[config.mk]
export PLATFORM = sky130hd
export DESIGN_NAME = ram_access_sequencer
export DESIGN_NICKNAME = d
export VERILOG_FILES = /design/src/rtl/ram_access_sequencer.sv
export SDC_FILE = /design/constraint.sdc
export NUM_CORES = 1
export LEC_CHECK = 0
export ABC_AREA = 1
export CORE_ASPECT_RATIO = 1.5
export CORE_MARGIN = 2
export CORE_UTILIZATION = 40
export DETAILED_ROUTE_END_ITERATION = 7
export PLACE_DENSITY = 0.69
export REMOVE_ABC_BUFFERS = 1
export SYNTH_ARGS = -nofsm -noshare
export SYNTH_HDL_FRONTEND = slang
export SYNTH_SLANG_ARGS = --single-unit
[constraint.sdc]
create_clock -name CLK -period 2.15 [get_ports CLK]
set_input_delay 0.215 -clock CLK [delete_from_list [all_inputs] [get_ports CLK]]
set_output_delay 0.215 -clock CLK [all_outputs]
set_load 0.05 [all_outputs]
[src/rtl/ram_access_sequencer.sv]
// ram_access_sequencer
//
// Sits behind the megarom controller's RAM port and converts its level-type
// strobes (HOST_OE_n / HOST_WE_n / HOST_RFSH_n) into single-shot REQ/ACK
// transactions towards a PSRAM/SDRAM controller.
//
// - A falling strobe, seen while idle, starts exactly one transaction.
//   A write wins over a simultaneous read. A refresh runs only when no
//   read or write is starting.
// - Read data is latched on MEM_ACK and presented on HOST_DOUT for as long
//   as HOST_OE_n stays low. HOST_DOUT is 0 whenever HOST_OE_n is high, so
//   it can be OR-ed onto a shared bus.
// - WAIT_n stalls the MSX bus while a read is outstanding. Writes are posted.
// - A refresh strobe that falls while busy is remembered (one deep) and is
//   served on the next return to idle.
// - An 8-bit timer aborts a request that is not acknowledged in time and
//   sets the sticky ERR flag. The request stays high for TIMEOUT+1 cycles
//   (timer values 0..TIMEOUT). An ACK in the last of those cycles still
//   counts as a normal completion.
//
// Ports
//   CLK, RESET              clock; asynchronous active-high reset
//   HOST_ADDR, HOST_DIN     address / write data from the megarom controller
//   HOST_WE_n, HOST_OE_n,   active-low write / read / refresh strobes
//   HOST_RFSH_n
//   HOST_DOUT               read data (0 when not driving)
//   WAIT_n                  active-low bus wait request
//   ERR                     sticky timeout flag
//   MEM_REQ, MEM_WE,        access request towards the memory controller
//   MEM_ADDR, MEM_WDATA
//   MEM_ACK, MEM_RDATA      access done / read data (valid with MEM_ACK)
//   MEM_RFSH_REQ,           refresh request / done
//   MEM_RFSH_ACK

module ram_access_sequencer #(
    parameter int ADDR_BITS = 22,
    parameter int TIMEOUT   = 63,
    parameter bit WAIT_EN   = 1'b1
) (
    input  logic                 CLK,
    input  logic                 RESET,
    input  logic [ADDR_BITS-1:0] HOST_ADDR,
    input  logic [7:0]           HOST_DIN,
    input  logic                 HOST_WE_n,
    input  logic                 HOST_OE_n,
    input  logic                 HOST_RFSH_n,
    output logic [7:0]           HOST_DOUT,
    output logic                 WAIT_n,
    output logic                 ERR,
    output logic                 MEM_REQ,
    output logic                 MEM_WE,
    output logic [ADDR_BITS-1:0] MEM_ADDR,
    output logic [7:0]           MEM_WDATA,
    input  logic                 MEM_ACK,
    input  logic [7:0]           MEM_RDATA,
    output logic                 MEM_RFSH_REQ,
    input  logic                 MEM_RFSH_ACK
);

    typedef enum logic [2:0] {
        IDLE,
        RD_REQ,
        WR_REQ,
        RF_REQ,
        HOLD
    } state_t;

    localparam logic [7:0] TIMEOUT_CNT = 8'(TIMEOUT);

    state_t               state;
    state_t               next_state;

    logic                 prev_we;
    logic                 prev_oe;
    logic                 prev_rfsh;
    logic                 we_fall;
    logic                 oe_fall;
    logic                 rfsh_fall;

    logic                 rfsh_pending;
    logic                 discard;      // strobe was released during the current request
    logic                 err_flag;
    logic [7:0]           timer;
    logic [7:0]           rdata_hold;
    logic [7:0]           wdata_reg;
    logic [ADDR_BITS-1:0] addr_reg;

    logic                 in_req;
    logic                 ack_now;
    logic                 timed_out;
    logic                 abort;
    logic                 strobe_up;
    logic                 abandon;
    logic                 stay;

    // ------------------------------------------------------------------
    // Strobe edge detection and request-status decode
    // ------------------------------------------------------------------
    assign we_fall   = prev_we   & ~HOST_WE_n;
    assign oe_fall   = prev_oe   & ~HOST_OE_n;
    assign rfsh_fall = prev_rfsh & ~HOST_RFSH_n;

    // NOTE: every signal driven from always_comb gets a default value first,
    // so no path through the case statements can leave it unassigned (latch).
    always_comb begin
        in_req    = 1'b0;
        ack_now   = 1'b0;
        strobe_up = 1'b0;
        case (state)
            RD_REQ: begin
                in_req    = 1'b1;
                ack_now   = MEM_ACK;
                strobe_up = HOST_OE_n;
            end
            WR_REQ: begin
                in_req    = 1'b1;
                ack_now   = MEM_ACK;
                strobe_up = HOST_WE_n;
            end
            RF_REQ: begin
                in_req    = 1'b1;
                ack_now   = MEM_RFSH_ACK;
            end
            default: ;
        endcase
        timed_out = in_req && (timer == TIMEOUT_CNT);
        abort     = timed_out && !ack_now;
        // A released strobe stays released for the rest of the request,
        // even if the host drops it again before the ACK.
        abandon   = discard | strobe_up;
    end

    // ------------------------------------------------------------------
    // FSM: state register
    // ------------------------------------------------------------------
    // NOTE: sequential state uses non-blocking assignments so every register
    // samples the pre-edge values, independent of process ordering.
    always_ff @(posedge CLK or posedge RESET) begin
        if (RESET) begin
            state <= IDLE;
        end else begin
            state <= next_state;
        end
    end

    // ------------------------------------------------------------------
    // FSM: next-state logic
    // ------------------------------------------------------------------
    always_comb begin
        next_state = state;
        case (state)
            IDLE: begin
                if (we_fall) begin
                    next_state = WR_REQ;
                end else if (oe_fall) begin
                    next_state = RD_REQ;
                end else if (rfsh_pending || rfsh_fall) begin
                    next_state = RF_REQ;
                end
            end
            RD_REQ, WR_REQ: begin
                if (MEM_ACK) begin
                    // Host already gone: complete the handshake, skip HOLD.
                    next_state = abandon ? IDLE : HOLD;
                end else if (timed_out) begin
                    next_state = HOLD;
                end
            end
            RF_REQ: begin
                if (MEM_RFSH_ACK || timed_out) begin
                    next_state = IDLE;
                end
            end
            HOLD: begin
                if (HOST_OE_n && HOST_WE_n) begin
                    next_state = IDLE;
                end
            end
            default: next_state = IDLE;
        endcase
    end

    // ------------------------------------------------------------------
    // FSM: outputs
    // ------------------------------------------------------------------
    always_comb begin
        MEM_REQ      = (state == RD_REQ) || (state == WR_REQ);
        MEM_WE       = (state == WR_REQ);
        MEM_RFSH_REQ = (state == RF_REQ);
        MEM_ADDR     = addr_reg;
        MEM_WDATA    = wdata_reg;
        ERR          = err_flag;
        // Gated by the live strobe so the bus is released in the same cycle.
        HOST_DOUT    = HOST_OE_n ? 8'h00 : rdata_hold;
        WAIT_n       = !(WAIT_EN && (state == RD_REQ) && !abandon);
    end

    // ------------------------------------------------------------------
    // Datapath: strobe history, latched request, timer, flags, read data
    // ------------------------------------------------------------------
    assign stay = in_req && (next_state == state);

    always_ff @(posedge CLK or posedge RESET) begin
        if (RESET) begin
            prev_we      <= 1'b1;
            prev_oe      <= 1'b1;
            prev_rfsh    <= 1'b1;
            addr_reg     <= '0;
            wdata_reg    <= 8'h00;
            timer        <= 8'h00;
            discard      <= 1'b0;
            err_flag     <= 1'b0;
            rfsh_pending <= 1'b0;
            rdata_hold   <= 8'h00;
        end else begin
            prev_we   <= HOST_WE_n;
            prev_oe   <= HOST_OE_n;
            prev_rfsh <= HOST_RFSH_n;

            if (state == IDLE && we_fall) begin
                addr_reg  <= HOST_ADDR;
                wdata_reg <= HOST_DIN;
            end else if (state == IDLE && oe_fall) begin
                addr_reg  <= HOST_ADDR;
            end

            // Zero outside request states, so each request starts at 0.
            timer   <= stay ? timer + 8'd1 : 8'd0;
            discard <= stay ? abandon : 1'b0;

            if (abort) begin
                err_flag <= 1'b1;
            end

            // Completion wins over a coincident fall: that fall is covered
            // by the refresh that is just finishing.
            if (state == RF_REQ && next_state == IDLE) begin
                rfsh_pending <= 1'b0;
            end else if (rfsh_fall) begin
                rfsh_pending <= 1'b1;
            end

            if (state == RD_REQ && MEM_ACK && !abandon) begin
                rdata_hold <= MEM_RDATA;
            end else if (state == RD_REQ && abort) begin
                rdata_hold <= 8'hFF;
            end else if (!(state == HOLD && next_state == HOLD)) begin
                rdata_hold <= 8'h00;
            end
        end
    end

endmodule

# == After elaboration in Yosys (flattened, before gate mapping) ==
# Index checks and enable logic that the tools add are counted.
# classes
mux,22
eq_ne,8
reduce_logical,24
n_addsub,1
bitwise,7
# op_table
cell,count
$mux W22,2
$mux W8,5
$mux W3,8
$logic_and A1 B1 Y1,12
$pmux W3 S4,1
$add A8 B1 Y8 const B,1
$eq A8 B6 Y1 const B,1
$eq A3 B2 Y1 const B,2
$eq A3 B3 Y1 const B,2
$logic_not A3 Y1,2
$mux W1,4
$pmux W1 S2,2
$reduce_bool A2 Y1,2
$and A1 B1 Y1,3
$eq A3 B1 Y1 const B,1
$eq A3 B3 Y1,1
$logic_not A1 Y1,3
$logic_or A1 B1 Y1,3
$ne A3 B3 Y1 const B,1
$not A1 Y1,3
$reduce_or A3 Y1,1
$reduce_or A2 Y1,1
$or A1 B1 Y1,1
# word_totals
reg_bits,55

# == Logic depth before layout (Yosys ltp) ==
# Gate-level depths: netlist of run 1.
# depth
word_depth,12
mapped_depth,10
mapped_depth_nobuf,9

# == Least setup slack after synthesis of run 1 ==
# OpenSTA, ideal clock, no wires.
# synth_timing
path_kind,register to register
start,register state[0]
end,register discard
setup_time_ps,86
setup_slack_ps,425
path_stages_with_launch,10
t_arrival_ps,1639
required_ps,2064
path_cell_list,dfrtp_1 > buf_6 > nand2_1 > nor2_2 > nand2_1 > nand2_1 > nand2_1 > a21oi_2 > nand2_2 > nor3_1
# synth_between
elab_chain_len,10
# synth_lines
item,line_no,text
start: declaration,70,state_t state;
start signal: assignment,142,state <= next_state;
$eq A3 B2 Y1 (*),-,
via MEM_RFSH_REQ,56,"output logic MEM_RFSH_REQ,"
$reduce_or A3 Y1 (no source line),-,
$mux W1,109,case (state)
$logic_and A1 B1 Y1,126,timed_out = in_req && (timer == TIMEOUT_CNT);
$mux W3 / $logic_or A1 B1 Y1 (equally long branches),"165, 170",
$mux W3 (on tied branches),"162, 170",
$pmux W3 S4,151,case (state)
$eq A3 B3 Y1,201,assign stay = in_req && (next_state == state);
$logic_and A1 B1 Y1 (*),201,
$mux W1 (*),229,discard <= stay ? abandon : 1'b0;
end signal: assignment,229,
end: declaration,81,logic discard;
# The timed path passes the listed nets; every way through them passes the cells marked *.
# A chain may end at the register's enable or synchronous reset.

# == Worst setup path after layout of run 1 ==
# layout_timing
start,register state[2]
end,output WAIT_n
# layout_between
elab_chain_len,6
# layout_lines
item,line_no,text
$eq A3 B2 Y1 / $eq A3 B1 Y1 (equally long branches),"109, 195",
$pmux W1 S2,109,
$or A1 B1 Y1,130,abandon = discard | strobe_up;
$logic_not A1 Y1,195,WAIT_n = !(WAIT_EN && (state == RD_REQ) && !abandon);
$logic_and A1 B1 Y1 (*),195,
$logic_not A1 Y1 (*),195,
end: declaration,48,"output logic WAIT_n,"
# Every way passes the cells marked *; elsewhere a longest branch is shown, timed or not.

==> results.py, run 1 <==
metrics = {
    "floorplan": {
        "initial_utilization_pct": 40.9,
        "ios": 88,
        "die_h_um": 100,
        "core_um2": 6040,
        "fp-row-count": 35,
        "die_w_um": 68.2,
        "die_area_um2": 6840,
    },
    "run": {
        "cap_violations": 0,
    },
    "yosys": {
        "synth_top_area_share_pct": 52.7,
        "synthCells": 250,
        "synth_flop_cell": "dfrtp_1",
        "yosys_warnings": 0,
        "synth.distinct_cells": 28,
        "yosys_register_bits": 55,
        "syn_area_um2": 2470,
        "async_flop_share_pct": 100,
        "synthTopCellsByCount": "nand2_1 (62), dfrtp_1 (52), inv_1 (29)",
        "seq_area_frac_synth_pct": 55.8,
        "syn_avg_cell_area_um2": 9.88,
        "yosysTopAreaCell": "dfrtp_1",
        "synth_most_common_cell": "nand2_1",
        "synth_edf_count": 0,
        "yosys-top-cells-area": "dfrtp_1 (53%), mux2_2 (10%), nand2_1 (9.4%)",
    },
    "timing": {
        "fin_crit_ps": 1880,
        "drv_slew": 0,
        "rsz0062_at_grt": "no",
        "finalHoldViolations": 0,
        "fin_crit_sh_pct": 87.3,
        "worst_pin_slew_ps": 544,
        "max_freq_mhz": 533,
        "slew_headroom_pct": 63.6,
        "finClkSkew_ps": 12.2,
        "finalSetupTns_ps": 0,
        "setup_viol": 0,
    },
    "clock_network": {
        "cts.path.max_buffers": 2,
        "clk_pin_slew_ps": 100,
        "cts_root_buffer": "clkbuf_8",
        "cts_max_level": 2,
        "cts_resized": 1,
        "cts_tree": "yes",
        "clkLatencyLatePin_ps": 310,
        "postCtsSetupBuffers": 0,
        "hold_buffers": 0,
        "clock-sinks": 55,
        "cts_buffers": 5,
    },
    "layout": {
        "diodes": 0,
        "drive_above_1_share_pct": 19.4,
        "flow.area_growth_from_synthesis_pct": 43.8,
        "layout.nets": 390,
    },
    "global_routing": {
        "grt-ovfl-total": 0,
        "grt_antenna_before_repair": 0,
        "met1_usage_pct": 21.1,
        "grt_pass1_vias": 1869,
        "grt_usage_pct": 16.6,
        "busiest_layer": "met2",
        "gr-usage-met2_pct": 28.6,
        "grt_pass1_wl_um": 8760,
        "met3_usage_pct": 2.13,
        "grt_max_degree": 34,
    },
    "route": {
        "drtAntennaViolNets": 0,
        "avgViaCountPerCell": 4.64,
        "routed_wl_um": 5310,
        "drtPass1Iterations": 4,
        "wire_per_inst_um": 12.7,
        "drc": 0,
        "via_count": 1943,
        "drt_iter0_drc": 66,
    },
    "pwr": {
        "power.leakage_nw": 1.64,
        "ir_worst_vdd_uv": 721,
        "powerDensity_nw_per_um2": 1420,
        "power.total_mw": 5.05,
    },
    "critical_path": {
        "path_max_fanout": 7,
        "start_kind": "flip-flop",
        "crit_type": "flip-flop to output port",
        "crit_path_end_kind": "output port",
        "crit_arrival_ps": 1660,
        "worstPathRequired_ps": 1930,
        "reg2reg_slack_ps": 420,
    },
    "placed_design": {
        "dp_hpwl_um": 4140,
        "numPortBuffers": 87,
        "gp_congestion": 0.828,
    },
    "status": {
        "outcome": "finished clean",
    },
    "worst_hold_path": {
        "hp-class": "input port to asynchronous set/reset pin",
    },
}
==> report_power, final <==
| group | total [mW] | switching [mW] | internal [mW] |
|---|---|---|---|
| sequential | 1.59 | 0.211 | 1.38 |
| clock | 0.564 | 0.334 | 0.230 |
| combinational | 2.90 | 1.86 | 1.03 |
==> final cells by class <==
class	instances	area, µm²
fill	551	2490
sequential	55	1380
timing repair buffer	92	955
multi-input combinational	159	922
inverter	31	116
tap	74	92.6
clock buffer	5	68.8
clock inverter	3	18.8
==> cell usage in the layout, fill, tap and decap left out, types with 3 or more instances in the layout <==
| master | instances |
|---|---|
| nand2_1 | 62 |
| nor3_1 | 9 |
| a21oi_2 | 3 |
| nand2_2 | 3 |
| inv_2 | 3 |
| clkdlybuf4s50_1 | 75 |
| nand3_1 | 18 |
| xor2_1 | 3 |
| clkbuf_8 | 5 |
| mux2_2 | 22 |
| nor2_2 | 4 |
| buf_12 | 6 |
| nor2_1 | 18 |
| buf_4 | 10 |
| inv_1 | 28 |
| dfrtp_1 | 52 |
| dfstp_2 | 3 |
==> critical path, cell delays in order, from the launching register on <==
cell     delay, ps
dfrtp_1        480
nor2_1         330
nand3_1        110
nand3_1        110
inv_1           70
nand3_2        100
buf_12         150
==> worst paths after layout <==
path,from,endpoint,cells after the start
max,state[2]$_DFF_PP0_,WAIT_n,6
min,RESET,MEM_WDATA[7]$_DFFE_PP0P_,2
max reg2reg,timer[0]$_DFF_PP0_,rdata_hold[5]$_DFFE_PP0P_,7
min reg2reg,ERR$_DFFE_PP0P_,ERR$_DFFE_PP0P_,1
max in group asynchronous,RESET,prev_oe$_DFF_PP1_,3
min in group CLK,HOST_RFSH_n,prev_rfsh$_DFF_PP1_,1
==> stage by stage <==
stage          hold WS (ps)  utilization [%]  instance area, µm²  cells  setup WS [ps]
2_1_floorplan           219                -                2420    245            361
3_3_place_gp            450             57.4                3470    411            323
3_5_place_dp            460             57.4                3470    411            289
4_1_cts                 264             58.8                3550    419            272
5_1_grt                 308             58.8                3550    419            149
6_report                245             58.8                3550    419            272
==> flip-flops by register name, summed over array words and instances (netlist names) <==
signal and cells:
MEM_ADDR 22, MEM_WDATA 8, rdata_hold 8, timer 8, state 3, ERR 1, discard 1, prev_oe 1
prev_rfsh 1, prev_we 1, rfsh_pending 1
==> metal layers <==
layer | vias to the layer above | share of wire, %
li1 | 979 | -
met1 | 919 | 41
met5 | - | 0
met3 | 6 | 3.3
met2 | 39 | 54
met4 | 0 | 1.4
==> cell families (layout without fill, tap and decap cells) <==
kind of cell             count (synthesis)  in the layout  synth area share (%)
AND/OR/NAND/NOR                        122            122                  22.1
flip-flops                              55             55                  55.8
buffers and inverters                   36            131                  6.84
multiplexers                            22             22                  10.0
AO/OA/AOI/OAI                           10             10                  3.24
XOR/XNOR                                 4              4                  1.42
adder cells (fa/ha/maj)                  1              1                 0.506
(Power assumes the default switching activity.)
==> inputs of run 2 (changes only) <==
--- a/config.mk
+++ b/config.mk
@@ -6,11 +6,14 @@
 export NUM_CORES = 1
 export LEC_CHECK = 0
 export ABC_AREA = 1
+export CELL_PAD_IN_SITES_DETAIL_PLACEMENT = 1
+export CELL_PAD_IN_SITES_GLOBAL_PLACEMENT = 1
 export CORE_ASPECT_RATIO = 1.5
 export CORE_MARGIN = 2
-export CORE_UTILIZATION = 40
+export CORE_UTILIZATION = 33
 export DETAILED_ROUTE_END_ITERATION = 7
-export PLACE_DENSITY = 0.69
+export GPL_ROUTABILITY_DRIVEN = 0
+export PLACE_DENSITY = 0.75
 export REMOVE_ABC_BUFFERS = 1
 export SYNTH_ARGS = -nofsm -noshare
 export SYNTH_HDL_FRONTEND = slang
==> run 2 against run 1 <==
  * Global-route usage increased by 0.15 points
  * Final cell count increased by 6.0%
  * Maximum frequency decreased by 1.5%
  * Utilization decreased by 8.3 points
  * Non-clock buffer count decreased by 1
  * Die area increased by 20%
  * Combinational power increased by 2%
  * Hold slack improved by 4.4 ps
  * Register-to-register slack got worse by 30 ps
==> results.py, run 2 (synthesized netlist as in run 1, its figures left out) <==
metrics = {
    "route": {
        "drtAntennaViolNets": 0,
        "drtPass1Iterations": 4,
        "routed_wl_um": 6480,
        "drt_iter0_drc": 66,
        "via_count": 2038,
        "drc": 0,
        "wire_per_inst_um": 14.6,
        "avgViaCountPerCell": 4.59,
    },
    "global_routing": {
        "grt_pass1_wl_um": 10700,
        "grt_usage_pct": 16.7,
        "grt_antenna_before_repair": 0,
        "grt_pass1_vias": 2199,
        "grt-ovfl-total": 0,
        "grt_max_degree": 56,
    },
    "pwr": {
        "p_sw_mw": 2.48,
        "pwr-share-seq_pct": 31.0,
        "pwr-share-clk_pct": 11.8,
        "power.leakage_nw": 1.65,
        "powerDensity_nw_per_um2": 1420,
        "p_int_mw": 2.69,
        "switching_share_pct": 48.0,
        "power.share.combinational_pct": 57.2,
        "ir_worst_vdd_uv": 788,
        "power.total_mw": 5.18,
    },
    "layout": {
        "layout_commonest_cell": "clkdlybuf4s50_1",
        "final_cell_area_um2": 3650,
        "diodes": 0,
        "flow.area_growth_from_synthesis_pct": 47.6,
        "layout.nets": 389,
        "layout_common_cells": "clkdlybuf4s50_1 (75), nand2_1 (62), dfrtp_1 (52), inv_1 (28), mux2_2 (22)",
        "post_layout_nonfiller_instances": 444,
        "largest_register_ffs": 22,
        "drive_above_1_share_pct": 19.2,
    },
    "timing": {
        "setup_viol": 0,
        "worst_pin_slew_ps": 606,
        "slew_headroom_pct": 59.4,
        "fin_crit_ps": 1910,
        "drv_slew": 0,
        "finClkSkew_ps": 12.2,
        "rsz0062_at_grt": "no",
        "finalHoldViolations": 0,
        "fin_crit_sh_pct": 88.7,
        "finalSetupTns_ps": 0,
        "max_freq_mhz": 524,
    },
    "clock_network": {
        "clkLatencyLatePin_ps": 310,
        "cts_max_level": 2,
        "cts.path.max_buffers": 2,
        "cts_root_buffer": "clkbuf_8",
        "cts_tree": "yes",
        "cts_buffers": 5,
        "postCtsSetupBuffers": 0,
        "clk_pin_slew_ps": 110,
        "clock-sinks": 55,
        "cts_resized": 0,
        "hold_buffers": 0,
    },
    "status": {
        "outcome": "finished clean",
    },
    "critical_path": {
        "worstPathRequired_ps": 1930,
        "r2r_end": "rdata_hold[2]$_DFFE_PP0P_",
        "crit_arrival_ps": 1690,
        "path_max_fanout": 7,
        "start_kind": "flip-flop",
        "reg2reg_slack_ps": 390,
        "ff2ff_path_depth": 7,
        "worst_r2r_startpoint": "timer[0]$_DFF_PP0_",
        "crit_type": "flip-flop to output port",
        "crit_path_end_kind": "output port",
    },
    "placed_design": {
        "dp_hpwl_um": 4940,
        "numPortBuffers": 87,
        "post_dp_cell_area_um2": 3550,
        "dpl.cell_count": 436,
    },
    "floorplan": {
        "initial_utilization_pct": 34.2,
        "core_um2": 7230,
        "die_w_um": 74.7,
        "die_h_um": 110,
        "fp-row-count": 38,
        "ios": 88,
        "die_area_um2": 8210,
    },
    "run": {
        "cap_violations": 0,
    },
    "worst_hold_path": {
        "hp-class": "input port to asynchronous set/reset pin",
    },
}
-- run 2: worst max-delay path by stage --
stage,cells past startpoint,endpoint,startpoint
floorplan,8,discard$_DFF_PP0_,state[0]$_DFF_PP0_
global placement,9,rdata_hold[0]$_DFFE_PP0P_,HOST_OE_n
detailed placement,9,rdata_hold[0]$_DFFE_PP0P_,HOST_OE_n
CTS,6,WAIT_n,state[2]$_DFF_PP0_
global route,6,WAIT_n,state[2]$_DFF_PP0_
finish,6,WAIT_n,state[2]$_DFF_PP0_
-- run 2: metal layers --
metal | share of wire (%) | routed length (µm) | vias to the layer above | global-route usage, %
met4 | 2.1 | 138 | 0 | 5.36
met3 | 2.6 | 168 | 8 | 2.00
met1 | 38 | 2440 | 1013 | 20.0
li1 | - | - | 974 | -
met5 | 0 | 0 | - | 0
met2 | 58 | 3730 | 43 | 30.7
-- run 2: layout make-up --
type                            count  area, µm²
Tap cell                          100        125
Sequential cell                    55       1380
Clock buffer                        7       86.3
Timing Repair Buffer               91       1010
Multi-Input combinational cell    159        922
Clock inverter                      1       8.76
Fill cell                         842       3580
Inverter                           31        116
-- run 2: power groups by stage --
| stage | Clock [mW] | Combinational [mW] | Sequential [mW] |
|---|---|---|---|
| global placement | 0 | 2.94 | 1.61 |
| detailed placement | 0 | 2.98 | 1.63 |
| finish | 0.609 | 2.96 | 1.61 |
| global route | 0.678 | 3.12 | 1.65 |
| floorplan | 0 | 0.951 | 2.58 |
| CTS | 0.637 | 2.99 | 1.61 |
-- run 2: through the flow --
step | setup slack, ps | hold slack (ps) | util [%]
2_1_floorplan | 361 | 219 | -
5_1_grt | 112 | 276 | 50.5
6_report | 243 | 249 | 50.5
3_5_place_dp | 268 | 458 | 49.2
4_1_cts | 246 | 275 | 50.5
3_3_place_gp | 326 | 454 | 49.2
-- run 2: worst max-delay path: stages (launching register included) --
cell and delay, ps:
dfrtp_1 490, nor2_1 350, nand3_1 120, nand3_1 120, inv_1 70, nand3_2 100, buf_12 150
==> inputs of run 3 (changes only) <==
--- a/config.mk
+++ b/config.mk
@@ -13,6 +13,7 @@
 export CORE_UTILIZATION = 33
 export DETAILED_ROUTE_END_ITERATION = 7
 export GPL_ROUTABILITY_DRIVEN = 0
+export MAX_ROUTING_LAYER = met4
 export PLACE_DENSITY = 0.75
 export REMOVE_ABC_BUFFERS = 1
 export SYNTH_ARGS = -nofsm -noshare
==> run 3 against run 2 <==
  * Non-clock buffer count did not move
  * Largest cell class unchanged
  * Utilization did not move
  * Sequential power barely moved
  * Highest routed layer unchanged
  * Maximum frequency rose by 0.73%
==> results.py, run 3 (synthesized netlist as in run 1, its figures left out) <==
metrics = {
    "timing": {
        "fin_crit_ps": 1890,
        "finClkSkew_ps": 12.4,
        "fin_ws_ps": 257,
        "setup_viol": 0,
        "fin_crit_sh_pct": 88.0,
        "max_freq_mhz": 528,
        "worst_pin_slew_ps": 599,
        "slew_headroom_pct": 59.8,
        "drv_slew": 0,
        "finalHoldViolations": 0,
        "finalSetupTns_ps": 0,
        "rsz0062_at_grt": "no",
    },
    "clock_network": {
        "cts_buffers": 5,
        "cts_resized": 0,
        "cts_root_buffer": "clkbuf_8",
        "clock-sinks": 55,
        "cts_tree": "yes",
        "cts_max_level": 2,
        "postCtsSetupBuffers": 0,
        "cts.path.max_buffers": 2,
        "hold_buffers": 0,
        "clkLatencyLatePin_ps": 310,
        "clk_pin_slew_ps": 110,
    },
    "critical_path": {
        "crit_arrival_ps": 1680,
        "crit_type": "flip-flop to output port",
        "crit_path_end_kind": "output port",
        "path_max_fanout": 7,
        "start_kind": "flip-flop",
        "worstPathRequired_ps": 1930,
    },
    "global_routing": {
        "grt_antenna_before_repair": 0,
        "grt-ovfl-total": 0,
        "grt_max_degree": 56,
        "grt_usage_pct": 17.3,
        "grt_pass1_vias": 2196,
        "grt_pass1_wl_um": 10700,
    },
    "layout": {
        "drive_above_1_share_pct": 19.2,
        "largest_register_ffs": 22,
        "flow.area_growth_from_synthesis_pct": 47.6,
        "final_cell_area_um2": 3650,
        "post_layout_nonfiller_instances": 444,
        "layout.nets": 389,
        "layout_commonest_cell": "clkdlybuf4s50_1",
        "diodes": 0,
        "layout_common_cells": "clkdlybuf4s50_1 (75), nand2_1 (62), dfrtp_1 (52), inv_1 (28), mux2_2 (22)",
    },
    "floorplan": {
        "die_h_um": 110,
        "ios": 88,
        "fp-row-count": 38,
        "die_area_um2": 8210,
        "core_um2": 7230,
        "initial_utilization_pct": 34.2,
        "die_w_um": 74.7,
    },
    "route": {
        "drc": 0,
        "drt_iter0_drc": 78,
        "via_count": 2043,
        "routed_wl_um": 6510,
        "avgViaCountPerCell": 4.60,
        "drtAntennaViolNets": 0,
        "drtPass1Iterations": 4,
        "wire_per_inst_um": 14.7,
    },
    "placed_design": {
        "pre_cts_ws_ps": 268,
        "dp_hpwl_um": 4940,
        "dpl.cell_count": 436,
        "post_dp_cell_area_um2": 3550,
        "numPortBuffers": 87,
    },
    "run": {
        "cap_violations": 0,
    },
    "status": {
        "outcome": "finished clean",
    },
    "pwr": {
        "power.total_mw": 5.17,
        "ir_worst_vdd_uv": 788,
        "powerDensity_nw_per_um2": 1420,
        "power.leakage_nw": 1.65,
    },
    "worst_hold_path": {
        "hp-class": "input port to asynchronous set/reset pin",
    },
}
## run 3: worst max-delay path, stage by stage (launching register included)
cell and delay [ps]:
dfrtp_1 480, nor2_1 350, nand3_1 110, nand3_1 120
inv_1 70, nand3_2 100, buf_12 150
## run 3: routing by layer
metal	up-vias	part of all wire, %	GRT usage [%]
met3	9	2.8	2.00
met2	44	57	30.4
met5	-	0	-
met1	1019	38	20.4
met4	0	2.4	5.36
li1	971	-	-
## run 3: layout make-up
cell class / count / area (µm²)
clock buffers: 7 / 86.3
clock inverters: 1 / 8.76
fillers: 842 / 3580
inverters: 31 / 116
multi-input cells: 159 / 922
flip-flops and latches: 55 / 1380
well taps: 100 / 125
repair buffers: 91 / 1010
## run 3: where the power goes
group / internal (mW) / switching (mW)
combinational: 1.05 / 1.91
clock: 0.265 / 0.340
sequential: 1.38 / 0.227
total: 2.69 / 2.48
## run 3: through the flow
step                hold slack [ps]  util [%]
global route                    272      50.5
finish                          257      50.5
floorplan                       219         -
CTS                             275      50.5
global placement                454      49.2
detailed placement              458      49.2
## run 3: final timing paths
kind	startpoint	to	slack, ps	cells past startpoint
worst max-delay path	state[2]$_DFF_PP0_	WAIT_n	260	6
worst min-delay path	RESET	MEM_ADDR[4]$_DFFE_PP0P_	260	3
worst max register to register	state[0]$_DFF_PP0_	rdata_hold[0]$_DFFE_PP0P_	380	6
worst min register to register	MEM_WDATA[2]$_DFFE_PP0P_	MEM_WDATA[2]$_DFFE_PP0P_	480	2
max in group asynchronous	RESET	prev_oe$_DFF_PP1_	1560	3
min in group CLK	HOST_RFSH_n	prev_rfsh$_DFF_PP1_	350	1
